[src/rtl/roll_uart_tx_pkg.sv]
// Shared definitions for the die-roll UART transmitter: state encodings, ASCII
// constants and the decimal split / message byte helpers.
package roll_uart_tx_pkg;

  localparam int STATE_W = 3;

  localparam logic [STATE_W-1:0] ST_IDLE  = 3'd0;
  localparam logic [STATE_W-1:0] ST_LOAD  = 3'd1;
  localparam logic [STATE_W-1:0] ST_START = 3'd2;
  localparam logic [STATE_W-1:0] ST_DATA  = 3'd3;
  localparam logic [STATE_W-1:0] ST_STOP  = 3'd4;
  localparam logic [STATE_W-1:0] ST_NEXT  = 3'd5;
  localparam logic [STATE_W-1:0] ST_DONE  = 3'd6;

  localparam logic [7:0] ASC_ZERO = 8'h30;
  localparam logic [7:0] ASC_CR   = 8'h0D;
  localparam logic [7:0] ASC_LF   = 8'h0A;

  // Face values never exceed 32, so the tens digit fits in two bits.
  function automatic logic [1:0] bcd_tens(input logic [5:0] value);
    return 2'(value / 6'd10);
  endfunction

  function automatic logic [3:0] bcd_ones(input logic [5:0] value);
    return 4'(value % 6'd10);
  endfunction

  // A one-digit value skips the tens slot, so its byte index is shifted by one.
  function automatic logic [7:0] msg_byte(input logic [1:0] tens,
                                          input logic [3:0] ones,
                                          input logic [1:0] idx);
    logic [1:0] pos;
    pos = (tens == 2'd0) ? idx + 2'd1 : idx;
    case (pos)
      2'd0:    return ASC_ZERO + {6'd0, tens};
      2'd1:    return ASC_ZERO + {4'd0, ones};
      2'd2:    return ASC_CR;
      default: return ASC_LF;
    endcase
  endfunction

endpackage

[src/rtl/roll_uart_tx_byte.sv]
// 8N1 byte serializer: start bit, eight data bits LSB first, one stop bit.
// Accepts a byte only while idle; o_tx is registered and idles high.
module uart_tx_byte
  import roll_uart_tx_pkg::*;
#(
  parameter int CLKS_PER_BIT = 434
) (
  input  logic       i_clk,
  input  logic       i_reset_n,
  input  logic       i_valid,
  input  logic [7:0] i_data,
  output logic       o_ready,
  output logic       o_tx
);

  localparam int BAUD_W = $clog2(CLKS_PER_BIT);
  localparam logic [BAUD_W-1:0] BAUD_LAST = BAUD_W'(CLKS_PER_BIT - 1);
  localparam logic [BAUD_W-1:0] BAUD_ONE  = BAUD_W'(1);

  logic [STATE_W-1:0] state;
  logic [BAUD_W-1:0]  baud_cnt;
  logic [2:0]         bit_cnt;
  logic [7:0]         shift_q;
  logic               bit_end;

  assign bit_end = (baud_cnt == BAUD_LAST);
  assign o_ready = (state == ST_IDLE);

  // NOTE: state registers use non-blocking assignments so every flop samples
  // pre-edge values; a later assignment in the same branch overrides an earlier one.
  always_ff @(posedge i_clk or negedge i_reset_n) begin
    if (!i_reset_n) begin
      state    <= ST_IDLE;
      baud_cnt <= '0;
      bit_cnt  <= '0;
      shift_q  <= '0;
      o_tx     <= 1'b1;
    end else begin
      case (state)
        ST_IDLE: begin
          o_tx     <= 1'b1;
          baud_cnt <= '0;
          bit_cnt  <= '0;
          if (i_valid) begin
            shift_q <= i_data;
            o_tx    <= 1'b0;
            state   <= ST_START;
          end
        end
        ST_START: begin
          if (bit_end) begin
            baud_cnt <= '0;
            o_tx     <= shift_q[0];
            state    <= ST_DATA;
          end else begin
            baud_cnt <= baud_cnt + BAUD_ONE;
          end
        end
        ST_DATA: begin
          if (bit_end) begin
            baud_cnt <= '0;
            if (bit_cnt == 3'd7) begin
              o_tx  <= 1'b1;
              state <= ST_STOP;
            end else begin
              o_tx    <= shift_q[1];
              shift_q <= {1'b0, shift_q[7:1]};
              bit_cnt <= bit_cnt + 3'd1;
            end
          end else begin
            baud_cnt <= baud_cnt + BAUD_ONE;
          end
        end
        ST_STOP: begin
          if (bit_end) begin
            baud_cnt <= '0;
            state    <= ST_IDLE;
          end else begin
            baud_cnt <= baud_cnt + BAUD_ONE;
          end
        end
        default: begin
          state    <= ST_IDLE;
          baud_cnt <= '0;
          bit_cnt  <= '0;
          o_tx     <= 1'b1;
        end
      endcase
    end
  end

endmodule

[src/rtl/roll_uart_tx.sv]
// Sends a finished die roll as ASCII decimal face value plus CR LF over UART.
// Captures the roll, splits it into digits and sequences bytes into the serializer.
module roll_uart_tx
  import roll_uart_tx_pkg::*;
#(
  parameter int CLKS_PER_BIT = 434
) (
  input  logic       i_clk,
  input  logic       i_reset_n,
  input  logic       i_start,
  input  logic [4:0] i_dieRoll,
  output logic       o_busy,
  output logic       o_done,
  output logic       o_tx
);

  logic [STATE_W-1:0] state;
  logic [5:0]         value_q;
  logic [1:0]         tens_q;
  logic [3:0]         ones_q;
  logic [1:0]         idx;
  logic [1:0]         last_idx;
  logic [1:0]         send_idx;
  logic               ser_valid;
  logic               ser_ready;
  logic [7:0]         ser_data;

  assign last_idx = (tens_q == 2'd0) ? 2'd2 : 2'd3;
  assign o_busy   = (state != ST_IDLE);
  assign o_done   = (state == ST_DONE);

  // NOTE: every always_comb output gets a default first so no path leaves it
  // unassigned, which would otherwise infer a latch.
  always_comb begin
    ser_valid = 1'b0;
    send_idx  = idx;
    if (state == ST_START) begin
      ser_valid = 1'b1;
    end else if (state == ST_NEXT && ser_ready && idx != last_idx) begin
      // The single idle cycle between bytes doubles as the hand-off of the next byte.
      ser_valid = 1'b1;
      send_idx  = idx + 2'd1;
    end
  end

  assign ser_data = msg_byte(tens_q, ones_q, send_idx);

  always_ff @(posedge i_clk or negedge i_reset_n) begin
    if (!i_reset_n) begin
      state   <= ST_IDLE;
      value_q <= '0;
      tens_q  <= '0;
      ones_q  <= '0;
      idx     <= '0;
    end else begin
      case (state)
        ST_IDLE: begin
          if (i_start) begin
            value_q <= {1'b0, i_dieRoll} + 6'd1;
            idx     <= '0;
            state   <= ST_LOAD;
          end
        end
        ST_LOAD: begin
          tens_q <= bcd_tens(value_q);
          ones_q <= bcd_ones(value_q);
          state  <= ST_START;
        end
        ST_START: begin
          state <= ST_NEXT;
        end
        // NEXT waits out the byte in flight; the cycle the serializer is idle again
        // either launches the following byte or finishes the message.
        ST_NEXT: begin
          if (ser_ready) begin
            if (idx == last_idx) begin
              state <= ST_DONE;
            end else begin
              idx <= idx + 2'd1;
            end
          end
        end
        ST_DONE: begin
          state <= ST_IDLE;
        end
        default: begin
          state <= ST_IDLE;
        end
      endcase
    end
  end

  uart_tx_byte #(
    .CLKS_PER_BIT(CLKS_PER_BIT)
  ) u_tx_byte (
    .i_clk    (i_clk),
    .i_reset_n(i_reset_n),
    .i_valid  (ser_valid),
    .i_data   (ser_data),
    .o_ready  (ser_ready),
    .o_tx     (o_tx)
  );

endmodule
[config.mk]
export PLATFORM = sky130hd
export DESIGN_NAME = roll_uart_tx
export DESIGN_NICKNAME = d
export VERILOG_FILES = /design/src/rtl/roll_uart_tx_pkg.sv /design/src/rtl/roll_uart_tx_byte.sv /design/src/rtl/roll_uart_tx.sv
export SDC_FILE = /design/constraint.sdc
export NUM_CORES = 1
export LEC_CHECK = 0
export CAP_MARGIN = 20
export CORE_ASPECT_RATIO = 2
export CORE_MARGIN = 2
export CORE_UTILIZATION = 40
export DETAILED_ROUTE_END_ITERATION = 7
export PLACE_DENSITY = 0.6
export SLEW_MARGIN = 20
export SYNTH_ARGS = -nofsm -noshare
export SYNTH_HDL_FRONTEND = slang
export SYNTH_SLANG_ARGS = --single-unit
[constraint.sdc]
create_clock -name i_clk -period 3.35 [get_ports i_clk]
set_clock_uncertainty 0.1 [all_clocks]
set_input_delay 0.67 -clock i_clk [delete_from_list [all_inputs] [get_ports i_clk]]
set_output_delay 0.67 -clock i_clk [all_outputs]
set_load 0.05 [all_outputs]
==> impl_metrics.tcl, run 1 <==
set metrics [dict create \
    status "completed" \
    hp-class "reg -> reg" \
    diodes 0 \
    hpwl_um 4090 \
    yosysSeqAreaShare 0.410 \
    holdBufCountCts 0 \
    rows 39 \
    yosysTopAreaCell "dfrtp_1" \
    postCtsSetupBuffers 0 \
    critPathLaunchType "flip-flop" \
    power.density_nw_per_um2 390 \
    crit_start "state[2]$_DFFE_PN0P_" \
    syn_inst 268 \
    antenna_found_initial 0 \
    cts_buffers 5 \
    ys_async_sr_fraction 1.00 \
    power_mw 1.04 \
    synth_fp_nets 282 \
    grt_max_degree 40 \
    swShare 0.197 \
    critPathCaptureType "output pin" \
    grt_use_total 0.180 \
    cts.sinks 39 \
    ir_drop_mv 0.364 \
    drcViolationCount 0 \
    fin_crit_ns 2.59 \
    postRouteAntennaNets 0 \
    combPwrFrac 0.022 \
    root_buffer "clkbuf_16" \
    die_y_um 113 \
    worstMarginPinSlew_ns 0.882 \
    seq_power_share 0.455 \
    fin_crit_sh 0.773 \
    grt_pass1_vias 1967 \
    ys_types 63 \
    final_layout_size_suffix_gt1_frac 0.0806 \
    htreeDepth 2 \
    initial_core_util 0.417 \
    io_buffers 10 \
    p_int_uw 831 \
    r2r_cells 8 \
    r2r_slack_ns 0.90 \
    critical_path.max_fanout 9 \
    post_synth.cell_area_avg_um2 8.88 \
    setup_ws_ns 0.762 \
    synth_most_common_cell "dfrtp_1" \
    synth_area_leaders "dfrtp_1 40%, nand2_1 4.9%, nor2_1 4.9%, o21ai_0 3.8%, ha_1 3.2%" \
    routedWlPerCell_um 16.0 \
    rsz0062_at_grt "false" \
    worstReg2RegStart "value_q[4]$_DFFE_PN0P_" \
    dpl_worst_slack_ns 0.930 \
    yosys-top-cells-count "38 x dfrtp_1, 31 x nand2_1, 31 x nor2_1, 18 x o21ai_0, 14 x a21oi_1" \
    p_leak_nw 1.11 \
    fin_nets 286 \
    vias 1946 \
    required_ns 2.58 \
    place_congestion 0.744 \
    cts_resized 0 \
    yosys_warnings 0 \
    wl_um 5340 \
    die_area_um2 6620 \
    syn_area_um2 2380 \
    insertion_delay_ns 0.28 \
    maxCapViolCount 0 \
    yosysTopAreaCellShare 0.399 \
    clock_path_buffers 2 \
    setup_viol 0 \
    cts_tree "done" \
    gr-total-overflow 0 \
    arrival_ns 1.82 \
    setup_tns_ns 0 \
    area_delta_synth_final_pct 11.6 \
    worst-setup-path-type "reg -> out" \
    synth_enable_flop_cells 0 \
    drtPass1Iterations 4 \
    grt_pass1_wl_um 9160 \
    hold_depth 2 \
    io_pins 11 \
    cts.clk_slew.worst_paths_ns 0.06 \
    slew_headroom 0.412 \
    coreArea_um2 5710 \
    finalHoldViolations 0 \
    die_w_um 58.6 \
    crit_path_end "o_busy" \
    pwr-share-clk 0.523 \
    final-max-slew-violation-count 0 \
    rr_endpoint "ones_q[3]$_DFFE_PN0P_" \
    synthFlopType "dfrtp_1" \
    fmax_mhz 386 \
    vias_per_cell 5.83 \
    p_sw_uw 204 \
    ys_seq_elements 39 \
    drtIter0Drc 59 \
]
## per-layer routing
layer | track usage | share of wire | wire length, µm
met1 | 0.171 | 0.35 | 1880
met5 | 0 | 0 | 0
met4 | 0.0729 | 0.026 | 138
met2 | 0.354 | 0.60 | 3180
met3 | 0.0320 | 0.025 | 136
## power groups by stage
stage | Sequential, mW | Clock (mW) | Combinational [mW]
after CTS | 0.471 | 0.554 | 0.0240
after floorplan | 0.480 | 0 | 0.00401
after detailed placement | 0.480 | 0 | 0.0240
after global placement | 0.480 | 0 | 0.0237
after global routing | 0.471 | 0.571 | 0.0267
final | 0.471 | 0.542 | 0.0227
## state kept, by name, indices dropped and copies added (netlist names), 2 cells and up
| register | flops |
|---|---|
| u_tx_byte.baud_cnt | 9 |
| u_tx_byte.shift_q | 6 |
| value_q | 6 |
| ones_q | 4 |
| state | 3 |
| u_tx_byte.bit_cnt | 3 |
| u_tx_byte.state | 3 |
| idx | 2 |
| tens_q | 2 |
## cell families (layout without fill, tap and decap cells)
logic type                 Yosys count  in the layout  synth area share
and+or+nand+nor                    119            119             0.264
adders and majority gates            7              7            0.0357
muxes                                5              5            0.0231
xor gates and xnor gates            11             11            0.0405
DFF                                 39             39             0.410
buffers and inverters               21             26            0.0415
AOI/OAI and AO/OA                   66             66             0.184
## through the flow
stage                     cell area (µm²)  std cells  hold WS (ns)  utilization
after floorplan                      2380        268         0.274            -
after global placement               2490        326         0.363        0.436
after detailed placement             2490        326         0.376        0.436
after CTS                            2660        334         0.390        0.465
after global routing                 2660        334         0.412        0.465
final                                2660        334         0.383        0.465
## final cells by class
cell class,count,area [µm²]
Inverter,7,26.3
Clock inverter,3,43.8
Multi-Input combinational cell,208,1310
Sequential cell,39,977
Tap cell,61,76.3
Fill cell,571,3050
Clock buffer,5,125
Timing Repair Buffer,11,103
## worst max-delay path: stages (launching register included)
cell and delay (ns):
dfrtp_1 0.45, or3_1 0.38, clkdlybuf4s50_1 0.70
## worst min path at each step
stage / end / startpoint
after floorplan: idx[0]$_DFFE_PN0P_ / i_reset_n
after global placement: value_q[0]$_DFFE_PN0P_ / value_q[0]$_DFFE_PN0P_
after detailed placement: value_q[0]$_DFFE_PN0P_ / value_q[0]$_DFFE_PN0P_
after CTS: value_q[0]$_DFFE_PN0P_ / value_q[0]$_DFFE_PN0P_
after global routing: u_tx_byte.bit_cnt[1]$_DFFE_PN0P_ / u_tx_byte.bit_cnt[1]$_DFFE_PN0P_
final: value_q[0]$_DFFE_PN0P_ / value_q[0]$_DFFE_PN0P_
## cell usage in the layout (no fill, tap or decap), types with 2 or more instances in the layout
| master | netlist | routed |
|---|---|---|
| nor3_1 | 3 | 3 |
| and3b_1 | 4 | 4 |
| nor2_1 | 31 | 31 |
| a31oi_1 | 7 | 7 |
| a22oi_1 | 2 | 2 |
| dfrtp_1 | 38 | 38 |
| nor2b_1 | 5 | 5 |
| o21ai_0 | 18 | 18 |
| nand3_1 | 9 | 9 |
| xnor2_1 | 6 | 6 |
| nand3b_1 | 3 | 3 |
| ha_1 | 6 | 6 |
| nand4_1 | 2 | 2 |
| a32o_1 | 2 | 2 |
| clkbuf_16 | 0 | 5 |
| or3_1 | 4 | 4 |
| nor4_1 | 3 | 3 |
| xor2_1 | 5 | 5 |
| a21oi_1 | 14 | 14 |
| nor3b_1 | 3 | 3 |
| mux2_2 | 3 | 3 |
| nand2b_1 | 8 | 8 |
| o31ai_1 | 2 | 2 |
| inv_1 | 7 | 7 |
| o211ai_1 | 2 | 2 |
| and4_1 | 2 | 2 |
| nand2_1 | 31 | 31 |
| a41oi_1 | 2 | 2 |
| clkdlybuf4s50_1 | 0 | 9 |
No activity file was read; power rests on OpenSTA's default activity.
==> run 2, diff against run 1 <==
==> constraint.sdc (replaced) <==
create_clock -name i_clk -period 2.7 [get_ports i_clk]
set_clock_uncertainty 0.1 [all_clocks]
set_input_delay 0.54 -clock i_clk [delete_from_list [all_inputs] [get_ports i_clk]]
set_output_delay 0.54 -clock i_clk [all_outputs]
set_load 0.05 [all_outputs]
==> impl_metrics.tcl, run 2 (same netlist as run 1, synthesis figures left out) <==
set metrics [dict create \
    grt_max_degree 40 \
    dpl_worst_slack_ns 0.247 \
    cts.sinks 39 \
    cts.clk_slew.worst_paths_ns 0.06 \
    critPathMaxStageDelay_ns 0.70 \
    gr-total-overflow 0 \
    root_buffer "clkbuf_16" \
    area_delta_synth_final_pct 12.2 \
    crit_chain "or3_1, clkdlybuf4s50_1" \
    setup_tns_ns 0 \
    cts_buffers 5 \
    crit_slowest_cell "clkdlybuf4s50_1" \
    maxCapViolCount 0 \
    multi_input_area_um2 1310 \
    pwr-share-clk 0.489 \
    place_congestion 0.785 \
    seq_power_share 0.487 \
    cts_tree "done" \
    grt_use_total 0.187 \
    drcViolationCount 0 \
    p_int_uw 937 \
    required_ns 2.06 \
    finalHoldViolations 0 \
    fmax_mhz 405 \
    postRouteAntennaNets 0 \
    largest-register "u_tx_byte.baud_cnt" \
    hp-class "in -> async" \
    swShare 0.219 \
    fin_nets 291 \
    clock_path_buffers 2 \
    vias_per_cell 5.82 \
    diodes 0 \
    initial_core_util 0.417 \
    routedWlPerCell_um 16.4 \
    p_leak_nw 1.12 \
    grt_pass1_wl_um 9280 \
    final_util 0.468 \
    grt_pass1_vias 1953 \
    hpwl_um 4190 \
    drtIter0Drc 67 \
    critical_path.max_fanout 9 \
    worst-setup-path-type "reg -> out" \
    vias 1974 \
    arrival_ns 1.83 \
    final_layout_size_suffix_gt1_frac 0.0971 \
    fin_crit_sh 0.915 \
    regArea_um2 977 \
    placed_cell_area_um2 2520 \
    io_pins 11 \
    wl_um 5550 \
    antenna_found_initial 0 \
    p_sw_uw 263 \
    coreArea_um2 5710 \
    fin_crit_ns 2.47 \
    io_buffers 10 \
    final-max-slew-violation-count 0 \
    setup_viol 0 \
    reg_top3 "u_tx_byte.baud_cnt: 9 flops, u_tx_byte.shift_q: 6 flops, value_q: 6 flops" \
    rows 39 \
    status "completed" \
    combPwrFrac 0.024 \
    die_area_um2 6620 \
    htreeDepth 2 \
    nFillCells 595 \
    final_common_cell "dfrtp_1" \
    ir_drop_mv 0.414 \
    design_area_um2 2670 \
    critPathCaptureType "output pin" \
    power_mw 1.20 \
    power.density_nw_per_um2 449 \
    slew_headroom 0.390 \
    rsz0062_at_grt "false" \
    die_w_um 58.6 \
    setup_ws_ns 0.230 \
    final_cell_mix "38 x dfrtp_1, 31 x nand2_1, 31 x nor2_1" \
    worstMarginPinSlew_ns 0.914 \
    critPathLaunchType "flip-flop" \
    die_y_um 113 \
    drtPass1Iterations 4 \
    holdBufCountCts 0 \
    largest_reg_flops 9 \
    insertion_delay_ns 0.29 \
]
[run 2: cell types whose count changed in the layout (fill, tap and decap cells not counted)]
| cell | previous run | this run |
|---|---|---|
| clkinvlp_4 | 0 | 1 |
| buf_4 | 1 | 6 |
| bufinv_16 | 1 | 0 |
| clkbuf_1 | 0 | 1 |
| nor3b_1 | 3 | 2 |
| clkinv_4 | 1 | 0 |
| nor3b_2 | 0 | 1 |
[run 2: worst paths after layout]
check	start	endpoint	slack [ns]	depth (start not counted)
min in group i_clk	value_q[0]$_DFFE_PN0P_	value_q[0]$_DFFE_PN0P_	0.38	2
min reg2reg	value_q[0]$_DFFE_PN0P_	value_q[0]$_DFFE_PN0P_	0.38	2
max in group asynchronous	i_reset_n	tens_q[0]$_DFFE_PN0P_	1.65	1
max reg2reg	value_q[3]$_DFFE_PN0P_	ones_q[3]$_DFFE_PN0P_	0.37	8
max	state[2]$_DFFE_PN0P_	o_busy	0.23	2
min	i_reset_n	u_tx_byte.baud_cnt[2]$_DFF_PN0_	0.28	1
[run 2: worst max-delay path, delay by kind of cell, from the launching register on]
family | cells | cell delay [ns]
flops | 1 | 0.45
buf+inv | 1 | 0.70
simple gates | 1 | 0.38
[run 2: metrics by stage]
step | hold WS, ns | instances
4_1_cts | 0.316 | 339
3_3_place_gp | 0.372 | 331
6_report | 0.284 | 339
3_5_place_dp | 0.374 | 331
5_1_grt | 0.352 | 339
2_1_floorplan | 0.144 | 268
[run 2: what timing repair did]
| item | in CTS | in global routing |
|---|---|---|
| setup buffers | 0 | 0 |
| resized for setup | 0 | 1 |
| endpoints found under the setup margin | 0 | 1 |
[run 2: power groups by stage]
stage / Sequential, mW / Combinational (mW) / Clock, mW
2_1_floorplan: 0.595 / 0.00498 / 0
3_3_place_gp: 0.595 / 0.0292 / 0
3_5_place_dp: 0.595 / 0.0298 / 0
4_1_cts: 0.584 / 0.0302 / 0.603
5_1_grt: 0.584 / 0.0330 / 0.619
6_report: 0.585 / 0.0288 / 0.586
[run 2: cell type report]
| cell class | instances | share of cell area |
|---|---|---|
| tap | 61 | 0.0286 |
| inverter | 7 | 0.00984 |
| clock inverter | 2 | 0.00468 |
| sequential | 39 | 0.366 |
| clock buffer | 6 | 0.0482 |
| timing repair buffer | 16 | 0.0525 |
| multi-input combinational | 208 | 0.490 |
[run 2: layer usage]
layer / vias to the layer above / global-route usage / share of wire
li1: 983 / - / -
met1: 946 / 0.168 / 0.35
met2: 30 / 0.364 / 0.59
met3: 15 / 0.0309 / 0.020
met4: 0 / 0.109 / 0.043
met5: - / 0 / 0
